### src/rtl/regbank_wb_ctrl.sv
// regbank_wb_ctrl
// Write-port controller and long-latency scoreboard for the 32-entry register bank.
// The ALU and LSU writeback paths share the bank's single write port. The ALU always
// wins, so LSU results wait in a small FIFO. A starvation counter forces a drain
// phase that stalls issue until the FIFO empties. Pending bits for in-flight
// long-latency destinations stall issue on RAW and WAW hazards.
module regbank_wb_ctrl #(
  parameter int size           = 32,
  parameter int mem_depth      = 32,
  parameter int LSU_FIFO_DEPTH = 2,
  parameter int STARVE_LIMIT   = 8
) (
  input  logic                 CLK,
  input  logic                 RST,
  input  logic                 ISSUE_VALID,
  input  logic [4:0]           ISSUE_RS1,
  input  logic [4:0]           ISSUE_RS2,
  input  logic [4:0]           ISSUE_RD,
  input  logic                 ISSUE_WE,
  input  logic                 ISSUE_LONG,
  output logic                 issue_stall,
  input  logic                 ALU_WB_VALID,
  input  logic [4:0]           ALU_WB_REG,
  input  logic [size-1:0]      ALU_WB_DATA,
  input  logic                 LSU_WB_VALID,
  input  logic [4:0]           LSU_WB_REG,
  input  logic [size-1:0]      LSU_WB_DATA,
  output logic                 lsu_wb_ready,
  output logic                 ena_write,
  output logic [4:0]           write_reg,
  output logic [size-1:0]      write_data,
  output logic [mem_depth-1:0] pending
);

  localparam int PTR_W = $clog2(LSU_FIFO_DEPTH);
  localparam int CNT_W = $clog2(STARVE_LIMIT + 1);

  localparam logic [PTR_W-1:0] PTR_ONE     = PTR_W'(1);
  localparam logic [PTR_W:0]   CNT_FIFO_1  = (PTR_W + 1)'(1);
  localparam logic [PTR_W:0]   FIFO_FULL   = (PTR_W + 1)'(LSU_FIFO_DEPTH);
  localparam logic [CNT_W-1:0] STARVE_ONE  = CNT_W'(1);
  localparam logic [CNT_W-1:0] STARVE_LAST = CNT_W'(STARVE_LIMIT - 1);
  localparam logic [CNT_W-1:0] STARVE_MAX  = CNT_W'(STARVE_LIMIT);

  typedef enum logic {NORMAL, DRAIN} state_t;

  state_t               state_q, state_d;
  logic [CNT_W-1:0]     starve_q, starve_d;

  logic [4:0]           fifo_reg_q  [LSU_FIFO_DEPTH];
  logic [size-1:0]      fifo_data_q [LSU_FIFO_DEPTH];
  logic [PTR_W-1:0]     wr_ptr_q, rd_ptr_q;
  logic [PTR_W:0]       count_q, count_d;

  logic [mem_depth-1:0] pending_q, pending_d;

  logic                 fifo_empty, fifo_full;
  logic                 push, pop;
  logic                 hz_rs1, hz_rs2, hz_rd;
  logic                 accept, set_long;
  logic                 sel_any;
  logic [4:0]           sel_reg;
  logic [size-1:0]      sel_data;

  assign fifo_empty = (count_q == '0);
  assign fifo_full  = (count_q == FIFO_FULL);

  // Ready depends only on registered occupancy, never on a same-cycle pop.
  assign lsu_wb_ready = !RST && !fifo_full;
  assign push         = LSU_WB_VALID && lsu_wb_ready;

  // Register 0 is hardwired, so it can never carry a hazard.
  assign hz_rs1 = (ISSUE_RS1 != 5'd0) && pending_q[ISSUE_RS1];
  assign hz_rs2 = (ISSUE_RS2 != 5'd0) && pending_q[ISSUE_RS2];
  assign hz_rd  = (ISSUE_RD  != 5'd0) && pending_q[ISSUE_RD];

  assign issue_stall = !RST && ISSUE_VALID &&
                       (hz_rs1 || hz_rs2 || (ISSUE_WE && hz_rd) || (state_q == DRAIN));
  assign accept      = !RST && ISSUE_VALID && !issue_stall;
  assign set_long    = accept && ISSUE_WE && ISSUE_LONG && (ISSUE_RD != 5'd0);

  // Write-port mux: the ALU cannot be back-pressured, so it always has priority.
  always_comb begin
    sel_any  = 1'b0;
    sel_reg  = '0;
    sel_data = '0;
    pop      = 1'b0;
    if (!RST) begin
      if (ALU_WB_VALID) begin
        sel_any  = 1'b1;
        sel_reg  = ALU_WB_REG;
        sel_data = ALU_WB_DATA;
      end else if (!fifo_empty) begin
        sel_any  = 1'b1;
        sel_reg  = fifo_reg_q[rd_ptr_q];
        sel_data = fifo_data_q[rd_ptr_q];
        pop      = 1'b1;
      end
    end
  end

  // A reg-0 FIFO head is still popped; only the bank write is suppressed.
  assign ena_write  = sel_any && (sel_reg != 5'd0);
  assign write_reg  = sel_reg;
  assign write_data = sel_data;
  assign pending    = pending_q;

  // Scoreboard update: the clear is applied first so a same-cycle set wins.
  always_comb begin
    pending_d = pending_q;
    if (pop)      pending_d[fifo_reg_q[rd_ptr_q]] = 1'b0;
    if (set_long) pending_d[ISSUE_RD] = 1'b1;
  end

  // Next FIFO occupancy, also used to leave the drain phase on the emptying edge.
  always_comb begin
    count_d = count_q;
    if (push && !pop)      count_d = count_q + CNT_FIFO_1;
    else if (pop && !push) count_d = count_q - CNT_FIFO_1;
  end

  // Starvation FSM next-state: count unserved cycles, drain until the FIFO is empty.
  always_comb begin
    state_d  = state_q;
    starve_d = starve_q;
    unique case (state_q)
      NORMAL: begin
        if (!fifo_empty && !pop) begin
          if (starve_q == STARVE_LAST) begin
            state_d  = DRAIN;
            starve_d = STARVE_MAX;
          end else begin
            starve_d = starve_q + STARVE_ONE;
          end
        end else begin
          starve_d = '0;
        end
      end
      DRAIN: begin
        if (count_d == '0) begin
          state_d  = NORMAL;
          starve_d = '0;
        end
      end
      default: begin
        state_d  = NORMAL;
        starve_d = '0;
      end
    endcase
  end

  // Starvation FSM state and counter registers.
  always_ff @(posedge CLK) begin
    if (RST) begin
      state_q  <= NORMAL;
      starve_q <= '0;
    end else begin
      state_q  <= state_d;
      starve_q <= starve_d;
    end
  end

  // FIFO pointers, occupancy and scoreboard bits.
  always_ff @(posedge CLK) begin
    if (RST) begin
      wr_ptr_q  <= '0;
      rd_ptr_q  <= '0;
      count_q   <= '0;
      pending_q <= '0;
    end else begin
      if (push) wr_ptr_q <= wr_ptr_q + PTR_ONE;
      if (pop)  rd_ptr_q <= rd_ptr_q + PTR_ONE;
      count_q   <= count_d;
      pending_q <= pending_d;
    end
  end

  // FIFO payload storage; contents are meaningless once reset clears the occupancy.
  always_ff @(posedge CLK) begin
    if (push) begin
      fifo_reg_q[wr_ptr_q]  <= LSU_WB_REG;
      fifo_data_q[wr_ptr_q] <= LSU_WB_DATA;
    end
  end

endmodule

### config.mk
export PLATFORM = sky130hd
export DESIGN_NAME = regbank_wb_ctrl
export DESIGN_NICKNAME = d
export VERILOG_FILES = /design/src/rtl/regbank_wb_ctrl.sv
export SDC_FILE = /design/constraint.sdc
export NUM_CORES = 1
export LEC_CHECK = 0
export CAP_MARGIN = 20
export CELL_PAD_IN_SITES_DETAIL_PLACEMENT = 1
export CELL_PAD_IN_SITES_GLOBAL_PLACEMENT = 1
export CORE_MARGIN = 1
export CORE_UTILIZATION = 37
export DETAILED_ROUTE_END_ITERATION = 10
export PLACE_DENSITY_LB_ADDON = 0.1
export SYNTH_ARGS = -nofsm -noshare
export SYNTH_HDL_FRONTEND = slang
export SYNTH_SLANG_ARGS = --single-unit
### constraint.sdc
create_clock -name CLK -period 4.56 [get_ports CLK]
set_input_delay 0.912 -clock CLK [delete_from_list [all_inputs] [get_ports CLK]]
set_output_delay 0.912 -clock CLK [all_outputs]
set_load 0.02 [all_outputs]
==> summary.md, run 1 <==
| Metric | Value |
|---|---|
| CORE AREA | 0.01583 mm^2 |
| Setup Fix Bufs, Post-CTS | 0 |
| Initial core utilization | 0.3765 |
| CP Cell Sequence | clkdlybuf4s50_1 -> mux4_2 -> a22oi_1 -> o211ai_1 -> nor3_4 -> nand2_1 -> o311a_1 -> clkdlybuf4s50_1 |
| Hold path startpoint | pending[0]$_SDFF_PP0_ |
| Critical Path Most Common Cell | clkdlybuf4s50_1 |
| Clock sink count | 116 |
| Total GRT Usage | 0.2467 |
| Outcome | finished, final reports clean |
| CP arrival | 3.54 ns |
| Design Area, Final | 0.008611 mm^2 |
| Congestion Overflow GR | 0 |
| Num rows | 46 |
| Startpoint types | input port |
| Worst hold endpoint | pending[0]$_SDFF_PP0_ |
| Multi-input logic area | 0.002736 mm^2 |
| Delay of the slowest critical-path stage | 0.64 ns |
| Pin count of the biggest net entering global routing | 39 |
| Boundary Pins | 168 |
| Flip-flop and latch count after synthesis | 116 |
| Drt pass-1 iters | 4 |
| Pint | 2.429 mW |
| Drt via density | 5.490 |
| Final setup vio count | 0 |
| Worst rel slew slack | 0.3841 |
| Register-to-Register Path Depth | 9 |
| WS Path Type | in -> out |
| Synthesis-to-finish area growth | 44.49% |
| GPL Wtd Cong | 0.9230 |
| Clock-pin slew on the worst setup and hold paths | 0.05 ns |
| Hold WC Path Type | reg -> reg |
| Post-synthesis mux area share | 0.1528 |
| CP max-delay cell | clkdlybuf4s50_1 |
| Sw Pwr | 0.9117 mW |
| Worst Max-Slew Pin Slew | 0.9238 ns |
| Simple-Gate Fraction of Synth Area | 0.1587 |
| Power per cell area | 388.0 mW/mm^2 |
| Mapped Cells | 547 |
| Switching share of power | 0.2729 |
| Adder-Cell Fraction of Synth Area | 0.006299 |
| Mapped Nets | 646 |
| Critical path endpoint category | output port |
| First-pass GRT wire length | around 31000 um |
| Tcrit/Tclk final | 0.9767 |
| Nets | 829 |
| Ys async rst share | 0 |
| Hold Path Depth | 1 |
| Port-buffer cells | 167 |
| Final WL | 19750 um |
| Die W | 128.9 um |
| Sequential fraction of design power | 0.372 |
| Combinational share of power | 0.224 |
| XOR/XNOR share of the synthesized area | 0.004409 |
| Worst IR Drop VDD | approximately 0.24 mV |
| Final core occ | 0.5440 |
| Count of cell types in the netlist | 62 |
| Clock Skews | 0.009657 ns |
| RR Endpoint | starve_q[3]$_SDFFE_PP0P_ |
| Fillers | 1683 |
| Critical path peak fanout | 5 |
| Slew Viols, Final | 0 |
| Post-synth EDFFs | 74 |
| Part of the power in the clock network | 0.404 |
| Clk root buf | clkbuf_16 |
| DRT iter0 DRCs | between 150 and 200 |
| Maxcap violations | 0 |
| Worst R2R Start | count_q[0]$_SDFF_PP0_ |
| Vias in the first global route | between 5000 and 6000 |
| Cts hold-fix bufs | 0 |
| Register Area | 0.003064 mm^2 |
| Synth Flop Type | edfxtp_1 |
| CTS resizes | 0 |
| Die Span Y | 128.9 um |
| Sequential area share after synthesis | 0.5140 |
| Layout cells sized above 1 | 0.1198 |
| Hold Vio Cnt, Final | 0 |
| Final HPWL DP | 14610 um |
| Via count | around 5300 |
| Initial antenna violation count | 0 |
| Die area | 0.01662 mm^2 |
| Later-pin clock latency in the skew report | about 0.41 ns |
| CP top delay family | buffers and inverters |
| Number of buffers created by CTS | 17 |
| Number of remaining DRC errors | 0 |
| R2R Setup Slk | 1.96 ns |
| Area fraction in compound gates after synthesis | 0.1350 |
| RSZ-0062 raised after global routing | false |
| Min cycle time layout | around 4.5 ns |
| CTS tree | yes |
| Peak Freq | 0.2245 GHz |
| Ys Warns | 0 |
| Combinational family with the most area after synthesis | simple AND/OR/NAND/NOR gates |
| Hold Slack | 0.4930 ns |
| Syn_area_per_cell | 10.89 um^2 |
| Req. time, crit path | 3.65 ns |
| CTS Buffer Depth | 2 |
| Fin Setup TNS | 0 ns |
| P_leak | 2.925 nW |
| # diodes | 0 |
| Area after DPL | 0.008010 mm^2 |
| WL/cell | a little over 20 um |
| Mapped Area | 0.005959 mm^2 |
| WP buf/inv | 2 |
| Post-route ant nets | 0 |
| H-tree depth | 4 |
## placed cells by master, fill, tap and decap left out, types with 5 or more instances in the layout
| cell | synthesis | final |
|---|---|---|
| clkdlybuf4s50_1 | 0 | 165 |
| edfxtp_1 | 74 | 74 |
| mux2i_1 | 64 | 64 |
| nand2_1 | 61 | 61 |
| o21ai_0 | 42 | 42 |
| dfxtp_1 | 42 | 41 |
| o21ai_1 | 30 | 30 |
| buf_4 | 0 | 29 |
| nand3_1 | 27 | 27 |
| nor2_1 | 18 | 17 |
| clkbuf_16 | 0 | 17 |
| o211ai_1 | 12 | 12 |
| nor3_1 | 10 | 10 |
| nor2b_1 | 10 | 9 |
| nand3b_1 | 9 | 9 |
| inv_1 | 8 | 8 |
| mux4_2 | 8 | 8 |
| o22ai_1 | 7 | 7 |
| mux2_2 | 7 | 7 |
| nor4_1 | 6 | 6 |
| nand2b_1 | 6 | 6 |
| a22oi_1 | 5 | 5 |
| clkinv_1 | 0 | 5 |
## synth_stat cells, types with 4 or more instances
cell / count / area share
mux2_2: 7 / 0.013
or3_1: 4 / 0.0042
a21oi_1: 4 / 0.0034
o22ai_1: 7 / 0.0073
nand2_1: 61 / 0.038
nand4_2: 4 / 0.0084
nor3b_1: 4 / 0.0050
inv_1: 8 / 0.0050
clkbuf_1: 19 / 0.012
a22oi_1: 5 / 0.0063
buf_2: 8 / 0.0067
o211ai_1: 12 / 0.015
o21ai_1: 30 / 0.025
nor3_1: 10 / 0.0084
nor2_1: 18 / 0.011
nor4_1: 6 / 0.0063
dfxtp_1: 42 / 0.14
o21ai_0: 42 / 0.035
edfxtp_1: 74 / 0.37
nand3b_1: 9 / 0.011
nor2b_1: 10 / 0.010
nand2b_1: 6 / 0.0063
nand3_1: 27 / 0.023
mux2i_1: 64 / 0.11
buf_1: 5 / 0.0031
mux4_2: 8 / 0.030
## worst max path at each step
stage	start	to	cells past startpoint
floorplan	RST	fifo_data_q[0][0]$_DFFE_PP_	4
global placement	ISSUE_RS1[1]	issue_stall	8
detailed placement	ISSUE_RS2[2]	issue_stall	8
CTS	ISSUE_RS2[2]	issue_stall	8
global route	ISSUE_RS1[1]	issue_stall	8
finish	ISSUE_RS1[1]	issue_stall	8
## cell type report
cell class | count | share of cell area
Sequential cell | 116 | 0.3559
Multi-Input combinational cell | 390 | 0.3178
Timing Repair Buffer | 197 | 0.2223
Clock buffer | 18 | 0.04984
Tap cell | 216 | 0.03139
Clock inverter | 14 | 0.01933
Inverter | 8 | 0.003487
## metal layers
layer  global-route usage  routed length [um]
met4              0.09135                 398
met5                    0                   0
met1               0.2897                8238
met3              0.07859                1455
met2               0.4216                9658
## state kept, by name, indices dropped and copies added, names as in the netlist, named ones only
| name | cells |
|---|---|
| state_q | 1 |
| pending | 32 |
| rd_ptr_q | 1 |
| fifo_data_q | 64 |
| wr_ptr_q | 1 |
| fifo_reg_q | 10 |
| count_q | 2 |
| starve_q | 4 |
## power by group through the flow
stage / Combinational [mW] / Clock, mW / Sequential (mW)
after CTS: 0.762 / 1.37 / 1.24
after floorplan: 0.441 / 0 / 1.23
after detailed placement: 0.753 / 0 / 1.26
after global routing: 0.809 / 1.41 / 1.25
after global placement: 0.729 / 0 / 1.26
final: 0.749 / 1.35 / 1.24
## cell families after synthesis
kind of cell    Yosys count
simple gates            176
compound gates          128
flops                   116
mux                      80
buf+inv                  41
xor+xnor                  3
fa+ha+maj                 3
## through the flow
stage	worst slack, ns	total power [mW]	std cells
after global routing	0.004511	3.469	959
after global placement	0.1118	1.988	927
after CTS	0.08305	3.374	959
after detailed placement	0.08608	2.016	927
after floorplan	0.9446	1.676	547
final	0.1062	3.341	959
## worst register-to-register path, cell delays in order, from the launching register on
cell	delay, ns
dfxtp_1	0.40
inv_1	0.10
ha_1	0.28
or3_1	0.52
buf_4	0.30
mux2i_1	0.32
o31ai_1	0.12
a21oi_2	0.23
a22oi_1	0.15
nor2_1	0.13
(Power assumes the default switching activity.)
==> run 2, diff against run 1 <==
Settings changed: CORE_UTILIZATION 37 to 34.
==> summary.md, run 2 (synthesized netlist as in run 1, its figures left out) <==
| Metric | Value |
|---|---|
| Tcrit/Tclk final | 0.9683 |
| CP arrival | 3.50 ns |
| Hold Vio Cnt, Final | 0 |
| Final WL | 20170 um |
| Die area | ~0.018 mm^2 |
| Startpoint types | input port |
| Biggest register | fifo_data_q |
| Final setup vio count | 0 |
| Die Span Y | 134.4 um |
| Final HPWL DP | 15020 um |
| Via count | ~5300 |
| Register-to-Register Path Depth | 9 |
| Synthesis-to-finish area growth | 44.78% |
| Setup Fix Bufs, Post-CTS | 0 |
| Tot Pwr | 3.345 mW |
| Critical path endpoint category | output port |
| Clk root buf | clkbuf_16 |
| Min cycle time layout | 4.415 ns |
| Num rows | 48 |
| Worst IR Drop VDD | 0.2325 mV |
| Slew Viols, Final | 0 |
| Clock-pin slew on the worst setup and hold paths | 0.05 ns |
| WL/cell | approximately 21 um |
| Outcome | finished, final reports clean |
| RSZ-0062 raised after global routing | false |
| Cell count along the critical path | 8 |
| Worst rel slew slack | 0.3835 |
| Worst R2R Start | count_q[0]$_SDFF_PP0_ |
| CTS tree | yes |
| Peak Freq | approximately 0.23 GHz |
| Clock sink count | 116 |
| Clock Skews | 0.007819 ns |
| Hold Slack | 0.5200 ns |
| Nets | 830 |
| Drt pass-1 iters | 4 |
| CP top delay family | buffers and inverters |
| Post-Layout Cell Count | 969 |
| P_leak | approximately 2.9 nW |
| Multi-input logic area | 0.002736 mm^2 |
| Number of remaining DRC errors | 0 |
| Crit path launch | ISSUE_RS1[2] |
| Number of buffers created by CTS | 17 |
| Die W | 134.4 um |
| First-pass GRT wire length | around 31000 um |
| Layout cells sized above 1 | 0.1210 |
| Power per cell area | 387.7 mW/mm^2 |
| Drt via density | between 5 and 6 |
| Congestion Overflow GR | 0 |
| H-tree depth | 4 |
| CTS resizes | 0 |
| DRT iter0 DRCs | 332 |
| CORE AREA | 0.01718 mm^2 |
| Hold WC Path Type | reg -> reg |
| Max reg flops | 64 |
| Maxcap violations | 0 |
| Fillers | 1859 |
| Worst Max-Slew Pin Slew | 0.9247 ns |
| Critical path peak fanout | 8 |
| Pin count of the biggest net entering global routing | 38 |
| Register Area | between 0.003 and 0.004 mm^2 |
| Delay of the slowest critical-path stage | 0.68 ns |
| CTS Buffer Depth | 2 |
| # diodes | 0 |
| RR Endpoint | starve_q[1]$_SDFFE_PP0P_ |
| Req. time, crit path | approximately 3.7 ns |
| Most frequent cells in the layout | clkdlybuf4s50_1, edfxtp_1, mux2i_1 |
| CP Cell Sequence | clkdlybuf4s50_1 -> mux2_2 -> o311a_1 -> nand3_1 -> o211a_1 -> nand2_1 -> o311a_1 -> clkdlybuf4s50_1 |
| Critical Path Sink | issue_stall |
| Total GRT Usage | 0.2327 |
| Later-pin clock latency in the skew report | 0.41 ns |
| WP buf/inv | 2 |
| Port-buffer cells | about 170 |
| Cts hold-fix bufs | 0 |
| Initial core utilization | 0.3470 |
| GPL Wtd Cong | 0.9612 |
| Boundary Pins | 168 |
| Vias in the first global route | 5686 |
| R2R Setup Slk | 2.10 ns |
| Cell total after placement | 937 |
| WS Path Type | in -> out |
| Fin Setup TNS | 0 ns |
| Initial antenna violation count | 0 |
| CP max-delay cell | clkdlybuf4s50_1 |
| Post-route ant nets | 0 |
| Commonest non-fill, non-tap cell in the layout | clkdlybuf4s50_1 |
[run 2: cell count changes in the layout (fill, tap and decap cells not counted)]
cell	before	now
clkinv_1	5	2
buf_4	29	30
dlymetal6s2s_1	2	0
clkbuf_1	1	4
clkinv_2	4	3
clkdlybuf4s50_1	165	167
clkinv_4	0	1
[run 2: worst reg2reg max path: stages (launching register included)]
cell and delay (ns):
dfxtp_1 0.40, inv_1 0.09, ha_1 0.28, or3_1 0.51
buf_4 0.24, mux2i_1 0.26, o31ai_1 0.12, a21oi_2 0.23
a22oi_1 0.13, nor2_1 0.14
[run 2: where the power goes]
part	internal (mW)	leakage (nW)	total, mW	switching [mW]
registers	1.19	1.02	1.23	0.0374
logic	0.340	1.60	0.759	0.420
clock network	0.906	0.290	1.36	0.451
total	2.44	2.91	3.35	0.908
[run 2: per-stage QoR]
step	cell area, um^2	util	setup WS [ns]
floorplan	5959	-	0.9446
global placement	8029	0.4674	0.1965
detailed placement	8029	0.4674	0.1814
CTS	8628	0.5023	0.1637
global route	8628	0.5023	0.01452
finish	8628	0.5023	0.1447
[run 2: layout make-up]
cell class                 instances  area share
inverter                           8    0.003480
clock inverter                    11     0.01842
multi-input combinational        390      0.3171
tap                              225     0.03263
timing repair buffer             198      0.2222
clock buffer                      21     0.05104
sequential                       116      0.3551
[run 2: worst min path at each step]
stage,from,endpoint,slack (ns),depth (start not counted)
floorplan,rd_ptr_q$_SDFFE_PP0P_,register,0.48,2
global placement,pending[0]$_SDFF_PP0_,pending[0]$_SDFF_PP0_,0.50,1
detailed placement,pending[0]$_SDFF_PP0_,pending[0]$_SDFF_PP0_,0.52,1
CTS,pending[0]$_SDFF_PP0_,pending[0]$_SDFF_PP0_,0.53,1
global route,pending[0]$_SDFF_PP0_,pending[0]$_SDFF_PP0_,0.52,1
finish,pending[0]$_SDFF_PP0_,pending[0]$_SDFF_PP0_,0.52,1
[run 2: layer usage]
metal | up-vias | track usage | wire, um
li1 | 2459 | - | -
met4 | 0 | 0.1024 | 610
met2 | 210 | 0.4033 | 10100
met1 | 2584 | 0.2625 | 8070
met5 | - | 0 | 0
met3 | 42 | 0.07256 | 1395
